`config.mk`:
```
export PLATFORM = sky130hd
export DESIGN_NAME = spu_sm_expu_ctrl
export DESIGN_NICKNAME = d
export VERILOG_FILES = /design/src/rtl/spu_sm_expu_ctrl.sv
export SDC_FILE = /design/constraint.sdc
export NUM_CORES = 1
export LEC_CHECK = 0
export ABC_AREA = 1
export ABC_CLOCK_PERIOD_IN_PS = 11200
export CAP_MARGIN = 20
export CORE_ASPECT_RATIO = 1.4
export CORE_MARGIN = 1
export CORE_UTILIZATION = 30
export CTS_BUF_LIST = sky130_fd_sc_hd__clkbuf_4
export DETAILED_ROUTE_END_ITERATION = 10
export GPL_TIMING_DRIVEN = 0
export MAX_ROUTING_LAYER = met4
export PLACE_DENSITY_LB_ADDON = 0.15
export SYNTH_ARGS = -nofsm -noshare
export SYNTH_HDL_FRONTEND = slang
export SYNTH_SLANG_ARGS = --single-unit
```
`constraint.sdc`:
```
create_clock -name core_clk -period 11.2 [get_ports core_clk]
set_input_delay 2.8 -clock core_clk [delete_from_list [all_inputs] [get_ports core_clk]]
set_output_delay 2.8 -clock core_clk [all_outputs]
set_load 0.05 [all_outputs]
```
`src/rtl/spu_sm_expu_ctrl.sv`:
```
// Softmax exponent-pass sequencer: holds the PWL exponent unit config, streams a vector through it, sums the results.
// Latency: element accepted at edge t is presented on out_data after edge t+1; 1 element/cycle at full rate.
// Backpressure: out_ready low freezes stage 2, stage 1 holds its element and in_ready drops; nothing is lost or duplicated.
module spu_sm_expu_ctrl #(
  parameter int LEN_W = 10,
  parameter int SUM_W = 18   // keep >= LEN_W+8 so a full-length pass of 255s cannot wrap
) (
  input  logic              core_clk,
  input  logic              rst,
  input  logic              cfg_we,
  input  logic [4:0]        cfg_addr,
  input  logic [15:0]       cfg_wdata,
  output logic              cfg_err,
  input  logic              start,
  input  logic [LEN_W-1:0]  vec_len,
  output logic              busy,
  output logic              done,
  input  logic              in_valid,
  output logic              in_ready,
  input  logic [8:0]        in_data,
  output logic              out_valid,
  input  logic              out_ready,
  output logic [7:0]        out_data,
  output logic [SUM_W-1:0]  sum_out,
  output logic              sum_valid,
  output logic [2:0]        sm_state,
  output logic [8:0]        expu_din_q,
  input  logic [7:0]        expu_dout_q,
  output logic [62:0]       expu_bp,
  output logic [127:0]      expu_bias,
  output logic [63:0]       expu_coeff,
  output logic [3:0]        expu_shift
);

  typedef enum logic [1:0] {
    IDLE = 2'd0,
    RUN  = 2'd1,
    FIN  = 2'd2
  } state_t;

  localparam logic [LEN_W-1:0] LEN_ONE  = LEN_W'(1);
  localparam logic [LEN_W-1:0] LEN_ZERO = '0;

  state_t             state_q;
  logic [LEN_W-1:0]   len_q;
  logic [LEN_W-1:0]   in_cnt_q;
  logic [LEN_W-1:0]   out_cnt_q;
  logic [SUM_W-1:0]   sum_q;
  logic               s1_vld_q;
  logic               out_vld_q;
  logic [7:0]         out_dat_q;
  logic               done_q;
  logic               sum_vld_q;
  logic               cfg_err_q;
  logic               busy_q;

  logic [8:0]         bp_q    [7];
  logic [15:0]        bias_q  [8];
  logic [7:0]         coeff_q [8];
  logic [3:0]         shift_q;

  logic               adv;
  logic               in_acc;
  logic               s1_fire;
  logic               out_hs;
  logic               cfg_bad;
  logic               cfg_ok;
  logic [SUM_W-1:0]   dout_ext_d;

  // Handshake and advance qualifiers for the two-stage pipeline
  assign adv        = !out_vld_q || out_ready;
  assign in_ready   = (state_q == RUN) && (in_cnt_q < len_q) && (!s1_vld_q || adv);
  assign in_acc     = in_valid && in_ready;
  assign s1_fire    = s1_vld_q && adv;
  assign out_hs     = out_vld_q && out_ready;
  assign dout_ext_d = {{(SUM_W-8){1'b0}}, expu_dout_q};

  // Address 7 and 25..31 have no register behind them
  assign cfg_bad = (cfg_addr == 5'd7) || (cfg_addr > 5'd24);
  assign cfg_ok  = cfg_we && !busy_q && !cfg_bad;

  assign out_valid = out_vld_q;
  assign out_data  = out_dat_q;
  assign sum_out   = sum_q;
  assign sum_valid = sum_vld_q;
  assign done      = done_q;
  assign busy      = busy_q;
  assign cfg_err   = cfg_err_q;
  assign sm_state  = busy_q ? 3'b001 : 3'b000;

  // Config register file; frozen while a pass is in flight so the EXPU sees a stable table
  always_ff @(posedge core_clk) begin
    if (rst) begin
      for (int k = 0; k < 7; k++) bp_q[k] <= '0;
      for (int k = 0; k < 8; k++) begin
        bias_q[k]  <= '0;
        coeff_q[k] <= '0;
      end
      shift_q   <= '0;
      cfg_err_q <= 1'b0;
    end else begin
      cfg_err_q <= cfg_we && (busy_q || cfg_bad);
      if (cfg_ok) begin
        for (int k = 0; k < 7; k++) begin
          if (cfg_addr == 5'(k)) bp_q[k] <= cfg_wdata[8:0];
        end
        for (int k = 0; k < 8; k++) begin
          if (cfg_addr == 5'(k + 8))  bias_q[k]  <= cfg_wdata;
          if (cfg_addr == 5'(k + 16)) coeff_q[k] <= cfg_wdata[7:0];
        end
        if (cfg_addr == 5'd24) shift_q <= cfg_wdata[3:0];
      end
    end
  end

  // Flatten the config arrays onto the EXPU buses
  always_comb begin
    expu_bp    = '0;
    expu_bias  = '0;
    expu_coeff = '0;
    for (int k = 0; k < 7; k++) expu_bp[9*k +: 9] = bp_q[k];
    for (int k = 0; k < 8; k++) begin
      expu_bias[16*k +: 16] = bias_q[k];
      expu_coeff[8*k +: 8]  = coeff_q[k];
    end
    expu_shift = shift_q;
  end

  // Pass FSM, element counters, pipeline stages and sum accumulator
  always_ff @(posedge core_clk) begin
    if (rst) begin
      state_q    <= IDLE;
      len_q      <= '0;
      in_cnt_q   <= '0;
      out_cnt_q  <= '0;
      sum_q      <= '0;
      expu_din_q <= '0;
      s1_vld_q   <= 1'b0;
      out_vld_q  <= 1'b0;
      out_dat_q  <= '0;
      done_q     <= 1'b0;
      sum_vld_q  <= 1'b0;
      busy_q     <= 1'b0;
    end else begin
      done_q    <= 1'b0;
      sum_vld_q <= 1'b0;

      if (in_acc) begin
        expu_din_q <= in_data;
        in_cnt_q   <= in_cnt_q + LEN_ONE;
      end

      // A fresh capture keeps stage 1 full even when its old element moves on
      if (in_acc) begin
        s1_vld_q <= 1'b1;
      end else if (s1_fire) begin
        s1_vld_q <= 1'b0;
      end

      if (s1_fire) begin
        out_dat_q <= expu_dout_q;
        out_vld_q <= 1'b1;
        sum_q     <= sum_q + dout_ext_d;
      end else if (out_hs) begin
        out_vld_q <= 1'b0;
      end

      if (out_hs) out_cnt_q <= out_cnt_q + LEN_ONE;

      case (state_q)
        IDLE: begin
          if (start) begin
            len_q     <= vec_len;
            in_cnt_q  <= '0;
            out_cnt_q <= '0;
            sum_q     <= '0;
            busy_q    <= 1'b1;
            if (vec_len == LEN_ZERO) begin
              state_q   <= FIN;
              done_q    <= 1'b1;
              sum_vld_q <= 1'b1;
            end else begin
              state_q <= RUN;
            end
          end
        end
        RUN: begin
          // Leave on the edge that retires the last result
          if (out_hs && ((out_cnt_q + LEN_ONE) == len_q)) begin
            state_q   <= FIN;
            done_q    <= 1'b1;
            sum_vld_q <= 1'b1;
          end
        end
        FIN: begin
          state_q <= IDLE;
          busy_q  <= 1'b0;
        end
        default: begin
          state_q <= IDLE;
          busy_q  <= 1'b0;
        end
      endcase
    end
  end

endmodule
```
==> results.json <==
{
  "status": "finished clean",
  "ys_seq_elements": 331,
  "slew_headroom": 0.3735,
  "synth.avg_cell_area_um2": 11.07,
  "setup_viol": 0,
  "power_frac_seq": 0.481,
  "firstDrtPassIters": 5,
  "final_common_cell": "clkdlybuf4s50_1",
  "clk_pin_slew_worst_paths_ns": 0.06,
  "stdcell_count": 2251,
  "utilization": 0.4317,
  "antenna_found_initial": 4,
  "period_share": 0.6840,
  "vias": 10246,
  "post_cts_resized": 0,
  "grt_use_total": 0.1955,
  "drt-total-wl_um": 42320,
  "hold_viol": 0,
  "yosysWarnings": 0,
  "tritoncts_num_sinks": 331,
  "syn_to_final_growth_pct": 42.00,
  "irDropWorstVdd_uv": 65.14,
  "dieArea_um2": 44440,
  "clk_path_buf_depth": 3,
  "synth.distinct_cells": 43,
  "rows": 90,
  "drt_iter0_drc": 566,
  "ys_seq_area_frac": 0.7019,
  "power_frac_clock": 0.382,
  "setup_slack_ns": 3.539,
  "core_um2": 43020,
  "drv_slew": 0,
  "startpoint_type": "input port",
  "ctsRootBufferMaster": "clkbuf_4",
  "grt_max_degree": 17,
  "internal_power_mw": 2.080,
  "r2r_end": "len_q[5]",
  "synth_area_leaders": "edfxtp_1, dfxtp_1, nor2_1, nand2_1, inv_1",
  "wl_per_cell_um": 18.80,
  "ioPinCount": 357,
  "via_per_inst": 4.552,
  "drc_errors": 0,
  "portBuffers": 354,
  "grt_pass1_wl_um": 61420,
  "cts_tree": "built",
  "rr_startpoint": "state_q[1]",
  "critPathKind": "in2out",
  "hpwl_um": 32020,
  "htree_levels": 3,
  "numCtsBuffers": 82,
  "rr_worst_depth": 7,
  "p_sw_uw": 802.6,
  "gp_congestion": 0.8638,
  "fin_area_um2": 18570,
  "crit_path_end_kind": "output pin",
  "synthCells": 1181,
  "synth_area_um2": 13080,
  "final_cell_mix": "clkdlybuf4s50_1, nor2_1, edfxtp_1",
  "grt_overflow": 0,
  "fmax_ghz": 0.1305,
  "p_leak_nw": 7.045,
  "die_x_um": 178.5,
  "endpoint": "in_ready",
  "dieHeight_um": 249.0,
  "cap_violations": 0,
  "hold_path_class": "reg2reg",
  "required_ns": 8.40,
  "worst_clock_skew_ns": 0.03731,
  "yosysTopAreaCell": "edfxtp_1",
  "initial_utilization": 0.3040,
  "placed_area_um2": 17400,
  "dp.cells": 2093,
  "cp_max_fo": 4,
  "fin_crit_ns": 7.661,
  "async_flop_share": 0,
  "postCtsSetupBuffers": 0,
  "dp_slack_ns": 3.539,
  "synth_top_area_frac": 0.5855,
  "rsz0062_at_grt": "no",
  "swShare": 0.2785,
  "ys.flop_type": "edfxtp_1",
  "clk_latency_ns": 0.74,
  "comb_power_share": 0.137,
  "startpoint": "out_ready",
  "grt_pass1_vias": 10074,
  "num-nets-final": 1699,
  "p_per_area_nw_per_um2": 155.2,
  "synth_edf_count": 255,
  "worst_pin_slew_ns": 0.9296,
  "drtAntennaViolNets": 0,
  "r2r_setup_slack_ns": 8.69,
  "cts_hold_buf": 0,
  "drive_above_1_share": 0.1145,
  "critPathArrivalTime_ns": 4.86,
  "fin_tns_setup_ns": 0
}
registers in the layout, indices dropped and copies added, names as in the netlist:
| name | count |
|---|---|
| bias_q | 128 |
| bp_q | 63 |
| busy | 1 |
| cfg_err | 1 |
| coeff_q | 64 |
| expu_din_q | 9 |
| expu_shift | 4 |
| in_cnt_q | 10 |
| len_q | 10 |
| out_cnt_q | 10 |
| out_data | 8 |
| out_valid | 1 |
| s1_vld_q | 1 |
| state_q | 2 |
| sum_out | 18 |
| sum_valid | 1 |
layer usage:
layer / global-route usage / up-vias / routed length, um
li1: - / 4925 / -
met1: 0.2035 / 4849 / 15790
met2: 0.3427 / 399 / 22020
met3: 0.05128 / 73 / 3127
met4: 0.08257 / 0 / 1391
met5: - / - / 0
cells by family (layout without fill, tap and decap cells):
family / after synthesis / count (layout) / share of synthesized area
and+or+nand+nor: 557 / 557 / 0.1811
DFF: 331 / 331 / 0.7019
buffers and inverters: 153 / 665 / 0.04612
AOI/OAI and AO/OA: 112 / 112 / 0.04621
adders and majority gates: 20 / 20 / 0.01971
xor gates and xnor gates: 7 / 7 / 0.004688
other: 1 / 7 / 0.0002868
how the worst min path moves through the flow:
stage                        startpoint             to  cells after the start
after CTS                 expu_din_q[6]  expu_din_q[6]                      2
after global routing      expu_din_q[3]  expu_din_q[3]                      2
after floorplan                len_q[0]       len_q[0]                      2
after global placement    expu_din_q[5]  expu_din_q[5]                      2
final                     expu_din_q[4]  expu_din_q[4]                      2
after detailed placement  expu_din_q[6]  expu_din_q[6]                      2
cell usage after synthesis (3+ instances only):
master,count
nor4_1,3
inv_1,100
nand2_2,9
a21oi_1,49
o22ai_1,4
nor2_4,4
nor2_1,292
nor3_1,8
edfxtp_1,255
dfxtp_1,76
ha_1,19
buf_4,4
o31ai_1,3
o211ai_1,6
nand3_2,5
nand4_1,12
nand2_1,155
o21ai_0,43
nor2_2,10
or2_2,3
clkinv_1,11
clkbuf_1,23
nand3_1,47
nand3b_1,3
buf_2,4
buf_1,7
xor2_1,6
worst max-delay path: stages:
cell             delay, ns
clkdlybuf4s50_1       0.49
inv_1                 0.06
nand3_1               0.16
nand4_1               0.12
nor2_1                0.20
and2_1                0.20
clkdlybuf4s50_1       0.82
power groups by stage:
stage,registers [mW],logic (mW),clock network (mW)
2_1_floorplan,1.56,0.0881,0
3_3_place_gp,1.41,0.395,0
3_5_place_dp,1.41,0.400,0
4_1_cts,1.39,0.401,1.14
5_1_grt,1.39,0.417,1.20
6_report,1.39,0.396,1.10
stage by stage:
stage | hold WS [ns] | total power [mW]
after floorplan | 0.4495 | 1.648
after global routing | 0.4850 | 3.002
final | 0.4667 | 2.882
after detailed placement | 0.4568 | 1.813
after CTS | 0.4675 | 2.924
after global placement | 0.4545 | 1.809
layout make-up:
cell class                      instances  area, um^2
Antenna cell                            5       12.51
Buffer                                 39       173.9
Clock buffer                          131       983.4
Clock inverter                         22       175.2
Fill cell                            4252       24450
Inverter                              114       429.2
Multi-Input combinational cell        698        3331
Sequential cell                       331        9179
Tap cell                              552       690.7
Timing Repair Buffer                  359        3596
No activity file was read; power rests on OpenSTA's default activity.
